==> src/rtl/writeback_merge.sv <==
// ---------------------------------------------------------------------------
// writeback_merge
//
// Merges the in-order ALU result stream and the variable-latency memory
// result stream onto the single register-file write port (ra3/wd3/we3).
// Memory results are buffered in a small circular FIFO. Writes to r31 are
// dropped because the register file maps r31 to PC+16. A starvation guard
// forces a one-cycle ALU stall so buffered loads always retire.
//
// Handshake (memory side): a transfer completes on any rising edge where
// mem_valid && mem_ready. mem_ready depends only on registered occupancy
// and rst, never on a same-cycle pop. The ALU side has no ready: while
// stall is high the upstream holds alu_valid/alu_rd/alu_data stable and
// the result is consumed in the following cycle.
//
// Ports:
//   clk, rst                       clock, synchronous active-high reset
//   alu_valid, alu_rd, alu_data    ALU result stream
//   mem_valid, mem_ready,
//   mem_rd, mem_data               memory result stream (valid/ready)
//   stall                          registered ALU hold request
//   we3, ra3, wd3                  registered register-file write port
//   fifo_count                     current memory FIFO occupancy
// ---------------------------------------------------------------------------
module writeback_merge #(
  parameter int WIDTH        = 64,
  parameter int DEPTH        = 4,
  parameter int STARVE_LIMIT = 8
) (
  input  logic                       clk,
  input  logic                       rst,
  input  logic                       alu_valid,
  input  logic [4:0]                 alu_rd,
  input  logic [WIDTH-1:0]           alu_data,
  input  logic                       mem_valid,
  output logic                       mem_ready,
  input  logic [4:0]                 mem_rd,
  input  logic [WIDTH-1:0]           mem_data,
  output logic                       stall,
  output logic                       we3,
  output logic [4:0]                 ra3,
  output logic [WIDTH-1:0]           wd3,
  output logic [$clog2(DEPTH):0]     fifo_count
);

  localparam int PW = $clog2(DEPTH);
  localparam int CW = $clog2(DEPTH) + 1;
  localparam int SW = $clog2(STARVE_LIMIT + 1);
  localparam logic [4:0] PC_REG = 5'd31;

  typedef struct packed {
    logic [4:0]       rd;
    logic [WIDTH-1:0] data;
  } entry_t;

  entry_t           fifo_q [DEPTH];
  logic [PW-1:0]    head_q, head_d;
  logic [PW-1:0]    tail_q, tail_d;
  logic [CW-1:0]    count_q, count_d;
  logic [SW-1:0]    starve_q, starve_d;
  logic             stall_q, stall_d;
  logic             we3_q, we3_d;
  logic [4:0]       ra3_q, ra3_d;
  logic [WIDTH-1:0] wd3_q, wd3_d;

  logic             full, empty;
  logic             push_hs, push_store;
  logic             alu_win, pop;
  logic [SW-1:0]    starve_inc;
  entry_t           head_entry;

  assign full       = (count_q == CW'(DEPTH));
  assign empty      = (count_q == '0);
  assign mem_ready  = !full && !rst;
  assign push_hs    = mem_valid && mem_ready;
  // r31 results complete the handshake but never occupy a slot.
  assign push_store = push_hs && (mem_rd != PC_REG);

  assign alu_win    = !stall_q && alu_valid;
  // Entries pushed this cycle are not visible here: no bypass.
  assign pop        = !alu_win && !empty;
  assign head_entry = fifo_q[head_q];
  assign starve_inc = starve_q + SW'(1);

  always_comb begin
    head_d   = head_q;
    tail_d   = tail_q;
    count_d  = count_q;
    starve_d = starve_q;
    stall_d  = 1'b0;
    we3_d    = 1'b0;
    ra3_d    = ra3_q;
    wd3_d    = wd3_q;

    if (alu_win) begin
      we3_d = (alu_rd != PC_REG);
      ra3_d = alu_rd;
      wd3_d = alu_data;
    end else if (pop) begin
      we3_d  = 1'b1;
      ra3_d  = head_entry.rd;
      wd3_d  = head_entry.data;
      head_d = head_q + PW'(1);
    end

    if (push_store) begin
      tail_d = tail_q + PW'(1);
    end

    case ({push_store, pop})
      2'b10:   count_d = count_q + CW'(1);
      2'b01:   count_d = count_q - CW'(1);
      default: count_d = count_q;
    endcase

    // Count ALU wins that leave a non-empty FIFO waiting; reaching the
    // limit requests a single stall cycle, during which the head pops.
    if (pop || empty || stall_q) begin
      starve_d = '0;
    end else if (alu_win) begin
      if (starve_inc == SW'(STARVE_LIMIT)) begin
        stall_d  = 1'b1;
        starve_d = '0;
      end else begin
        starve_d = starve_inc;
      end
    end
  end

  always_ff @(posedge clk) begin
    if (rst) begin
      head_q   <= '0;
      tail_q   <= '0;
      count_q  <= '0;
      starve_q <= '0;
      stall_q  <= 1'b0;
      we3_q    <= 1'b0;
      ra3_q    <= '0;
      wd3_q    <= '0;
    end else begin
      head_q   <= head_d;
      tail_q   <= tail_d;
      count_q  <= count_d;
      starve_q <= starve_d;
      stall_q  <= stall_d;
      we3_q    <= we3_d;
      ra3_q    <= ra3_d;
      wd3_q    <= wd3_d;
    end
  end

  // Storage needs no reset: occupancy and pointers define validity.
  always_ff @(posedge clk) begin
    if (push_store) begin
      fifo_q[tail_q] <= '{rd: mem_rd, data: mem_data};
    end
  end

  assign stall      = stall_q;
  assign we3        = we3_q;
  assign ra3        = ra3_q;
  assign wd3        = wd3_q;
  assign fifo_count = count_q;

endmodule

==> config.mk <==
export PLATFORM = sky130hd
export DESIGN_NAME = writeback_merge
export DESIGN_NICKNAME = d
export VERILOG_FILES = /design/src/rtl/writeback_merge.sv
export SDC_FILE = /design/constraint.sdc
export NUM_CORES = 1
export LEC_CHECK = 0
export BUFFER_PORTS_ARGS = -buffer_cell sky130_fd_sc_hd__clkbuf_2
export CORE_UTILIZATION = 42
export DETAILED_ROUTE_END_ITERATION = 6
export PLACE_DENSITY_LB_ADDON = 0.25
export SLEW_MARGIN = 10
export SYNTH_ARGS = -nofsm -noshare
export SYNTH_HDL_FRONTEND = slang
export SYNTH_SLANG_ARGS = --single-unit
export TNS_END_PERCENT = 50
==> constraint.sdc <==
create_clock -name clk -period 7.64 [get_ports clk]
set_input_delay 0.764 -clock clk [delete_from_list [all_inputs] [get_ports clk]]
set_output_delay 0.764 -clock clk [all_outputs]
set_load 0.005 [all_outputs]
# Word level (Yosys, flattened, before mapping)
# Memories as Yosys holds them, arrays and structs flattened. A register that Yosys moved wholly into a read port is not among the register bits.
# Index checks and enable logic that the tools add are counted.
[totals]
ram_bits = 276
out_inout_bits = 75
elab_cells = 52
memories = 1
in_bits = 142
register_bits = 82
[memory_table]
columns = ["memory", "words", "width", "read_ports", "rd_clocked_by_memory_dff", "write_ports", "line_no", "source"]
rows = [
  ["fifo_q", 4, 69, 1, 1, 1, "56", "entry_t fifo_q [DEPTH];"],
]
[classes]
n_eq_ne = 6
addsub = 5
reduce_logical = 18
bitwise_logic = 1
mux = 13
[op_table]
columns = ["cell", "n"]
rows = [
  ["$mux W64", 2],
  ["$mux W5", 2],
  ["$ne A5 B5 Y1 const B", 2],
  ["$pmux W3 S2", 1],
  ["$logic_and A1 B1 Y1", 5],
  ["$logic_not A1 Y1", 5],
  ["$mux W1", 5],
  ["$add A2 B1 Y2 const B", 2],
  ["$add A4 B1 Y4 const B", 1],
  ["$eq A4 B4 Y1 const B", 1],
  ["$mux W2", 2],
  ["$mux W4", 1],
  ["$reduce_bool A2 Y1", 2],
  ["$add A3 B1 Y3 const B", 1],
  ["$eq A3 B3 Y1 const B", 1],
  ["$logic_not A3 Y1", 1],
  ["$reduce_or A3 Y1", 1],
  ["$sub A3 B1 Y3 const B", 1],
  ["$eq A2 B1 Y1 const B", 1],
  ["$eq A2 B2 Y1 const B", 1],
  ["$logic_or A1 B1 Y1", 2],
  ["$reduce_and A2 Y1", 1],
  ["$reduce_or A2 Y1", 1],
  ["$not A1 Y1", 1],
]

# Longest topological paths before layout
[depth]
word_depth = 7
mapped_depth = 10
mapped_depth_nobuf = 10

# Worst setup path after synthesis
# Ideal clock, no wire load.
[synth_path]
kind = "input port to flip-flop"
startpoint = "input mem_rd[4]"
endpoint = "memory fifo_q[0][0] in the netlist's numbering (enable)"
arrival_ns = 3.139
t_required_ns = 7.205
cell_stages = 3
path_buffers = 0
setup_ns = 0.435
path_slack_ns = 4.066
cell_sequence = "and4_1 -> a211oi_1 -> and3_1"
[synth_via]
elab_chain_len = 4
[synth_rtl]
columns = ["element", "line_no", "source"]
rows = [
  ["start, declared", "37", "input logic [4:0] mem_rd,"],
  ["$ne A5 B5 Y1", "77", "assign push_store = push_hs && (mem_rd != PC_REG);"],
  ["$logic_and A1 B1 Y1", "77", ""],
  ["$mux W1", "154", "if (push_store) begin"],
  ["$mux W1 (implied by the code)", "155", "fifo_q[tail_q] <= '{rd: mem_rd, data: mem_data};"],
  ["end, declared", "56", ""],
]
# No other way between the ends.

==> results_dict.tcl <==
set metrics [dict create \
    outcome "finished, violations left" \
    failed_checks "DRC" \
    r2r_cells 4 \
    drc 5 \
    fin_crit_sh_pct 39.2 \
    cts_hold_buf 0 \
    cts_tree "done" \
    use_met2_pct 27.4 \
    fin_setup_tns_ns 0 \
    setup_viol_count_final 0 \
    worst-path-buf-inv 1 \
    slew_violations 0 \
    clk_latency_ns 0.51 \
    cp_top_family "buffers and inverters" \
    grt.overflow.total 0 \
    ant_nets 0 \
    rrSetupSlack_ns 4.65 \
    pwr-share-clk_pct 34.2 \
    hold_path.class "in -> reg" \
    via_per_inst 5.34 \
    die_h_um 183 \
    irDropWorstVdd_mv 0.188 \
    ys.flop_type "edfxtp_1" \
    hold_end "fifo_q[3][61]" \
    tightest_slew_ns 1.10 \
    ys_warn_count 0 \
    seq_area_frac_synth_pct 72.2 \
    path_cells "buf_4 -> mux2_2 -> a222oi_1 -> a211oi_1" \
    avgRoutedWirePerCell_um 19.2 \
    clock-root-buffer "clkbuf_16" \
    io_pins 217 \
    grt.busiest_layer "met2" \
    synthCells 833 \
    synth_cell_type_count 40 \
    vias 8049 \
    start_util_pct 42.5 \
    grt_pass1_vias 7731 \
    cts_buffer_depth 3 \
    critPathSlowestCell "buf_4" \
    fmax_ghz 0.334 \
    dpl_worst_slack_ns 4.20 \
    place_congestion 0.673 \
    rows 66 \
    cts_made_buffers 39 \
    drt_iter0_drc 659 \
    max_cap_violations 0 \
    firstDrtPassIters 7 \
    hold_path_depth 1 \
    use_met1_pct 22.9 \
    grt_max_degree 83 \
    nFillCells 2782 \
    avgSynthCellArea_um2 16.6 \
    die_x_um 183 \
    synth_seq_cells 360 \
    syn_to_final_growth_pct 19.3 \
    path_clk_slew_ns 0.06 \
    final.setup.worst_slack_ns 4.65 \
    port_buffers 216 \
    cp.required_ns 7.99 \
    p_leak_uw 0.00586 \
    syn-num-nets 983 \
    nets 1184 \
    cts_setup_buffers 0 \
    power.density_mw_per_mm2 331 \
    insertedDiodeCount 0 \
    hold_start "mem_data[61]" \
    grt_pass1_wl_um 43400 \
    r2r_end "wd3[3]" \
    pwr-share-seq_pct 45.3 \
    fin_crit_ns 2.99 \
    power_switching_uw 1440 \
    max_slew_margin_pct 26.6 \
    async_reset_ff_share_pct 0 \
    synth-edff-count 276 \
    wirelength_um 28900 \
    skew_ns 0.0170 \
    worstSetupPathType "reg -> reg" \
    clock-sinks 360 \
    combPwrFrac_pct 20.6 \
    place_hpwl_um 16700 \
    core_area_mm2 0.0325 \
    syn_area_mm2 0.0138 \
    grt_util_met3_pct 3.95 \
    htreeDepth 2 \
    cp.arrival_ns 3.34 \
    crit_fanout 79 \
    cp-start-kind "flip-flop" \
    switching_share_pct 26.4 \
    antenna_found_initial 1 \
    cell_internal_pwr_uw 4020 \
    rsz0062_at_grt "no" \
    cts_resized 0 \
    dieArea_mm2 0.0336 \
    grt_usage_pct 16.9 \
    final-hold-violation-count 0 \
    drive_gt1_share_pct 39.6 \
    cpPeakStageDelay_ns 0.90 \
    endpoint_kind "flip-flop" \
]
[power by group through the flow]
stage,clock (µW),combinational (µW),sequential (µW)
floorplan,0,865,2460
global placement,0,1130,2510
detailed placement,0,1140,2510
CTS,1910,1140,2470
global route,1980,1240,2500
finish,1860,1120,2470
[how the worst max path moves through the flow]
stage | end | slack (ns) | depth (start not counted)
floorplan | fifo_q[0][0] | 4.07 | 3
global placement | fifo_count[2] | 4.25 | 10
detailed placement | fifo_count[2] | 4.20 | 10
CTS | wd3[43] | 4.59 | 4
global route | wd3[43] | 4.43 | 4
finish | wd3[3] | 4.65 | 4
[sequential cells by signal, summed over array words and instances, names as in the netlist, named ones only]
| register | count |
|---|---|
| wd3 | 64 |
| head_q | 2 |
| stall | 1 |
| ra3 | 5 |
| tail_q | 2 |
| starve_q | 4 |
| fifo_count | 3 |
| fifo_q | 276 |
| we3 | 1 |
[per-stage QoR]
step	area, µm²	util, %	hold WS [ns]	total power, µW	cells
2_1_floorplan	13800	-	0.483	3320	833
3_3_place_gp	15200	46.8	0.491	3640	1435
3_5_place_dp	15200	46.8	0.492	3650	1435
4_1_cts	16500	50.8	0.446	5530	1506
5_1_grt	16500	50.8	0.454	5720	1506
6_report	16500	50.8	0.467	5450	1506
[synthesized netlist by cell type, drive strengths merged (2+ instances only)]
cell type | instances | area, µm²
nor2 | 81 | 304
nand3 | 2 | 10.0
mux2 | 130 | 1460
clkbuf | 19 | 71.3
and3 | 5 | 31.3
a222oi | 65 | 651
a21oi | 4 | 20.0
mux4 | 4 | 90.1
buf | 42 | 260
nand2b | 3 | 18.8
xor2 | 2 | 17.5
mux2i | 4 | 40.0
o21ai | 2 | 10.0
nor3 | 2 | 21.3
dfxtp | 84 | 1680
and4 | 2 | 17.5
edfxtp | 276 | 8290
ha | 7 | 87.6
and2 | 3 | 18.8
inv | 6 | 22.5
o211ai | 2 | 15.0
a211oi | 71 | 538
nand2 | 4 | 17.5
nor3b | 2 | 15.0
xnor2 | 2 | 17.5
[cells by family after synthesis]
family	count (synthesis)	synth area share (%)
AOI/OAI and AO/OA	147	9.12
muxes	138	11.5
DFF	360	72.2
and+or+nand+nor	109	3.53
xor gates and xnor gates	4	0.254
buffers and inverters	67	2.56
adders and majority gates	8	0.779
[routing by layer]
metal	share of wire (%)	wire, µm
met3	7.3	2100
met5	0.045	13
met4	1.7	477
met1	44	12700
met2	47	13600
[layout make-up]
cell class	instances	area, µm²	area share (%)
inverter	6	22.5	0.137
timing repair buffer	221	1120	6.80
tap	442	553	3.36
clock inverter	12	166	1.01
sequential	360	9970	60.5
clock buffer	59	1110	6.76
multi-input combinational	406	3520	21.4
[placed cells by master (no fill, tap or decap), types with 2 or more instances in the layout]
cell / instances
nand3_1: 2
nand2_1: 3
o21ai_0: 2
a21oi_1: 4
nor2_1: 80
a222oi_1: 65
clkbuf_1: 16
mux4_2: 4
xor2_1: 2
clkinv_2: 6
and4_1: 2
nor3b_1: 2
clkbuf_2: 215
dfxtp_1: 83
nand2b_1: 3
mux2_2: 130
bufinv_16: 4
clkbuf_16: 41
ha_1: 7
and2_1: 2
xnor2_1: 2
inv_1: 6
o211ai_1: 2
clkbuf_8: 2
edfxtp_1: 276
a211oi_1: 70
buf_4: 6
and3_4: 4
mux2i_1: 4
Power figures use the tool's default switching activity.
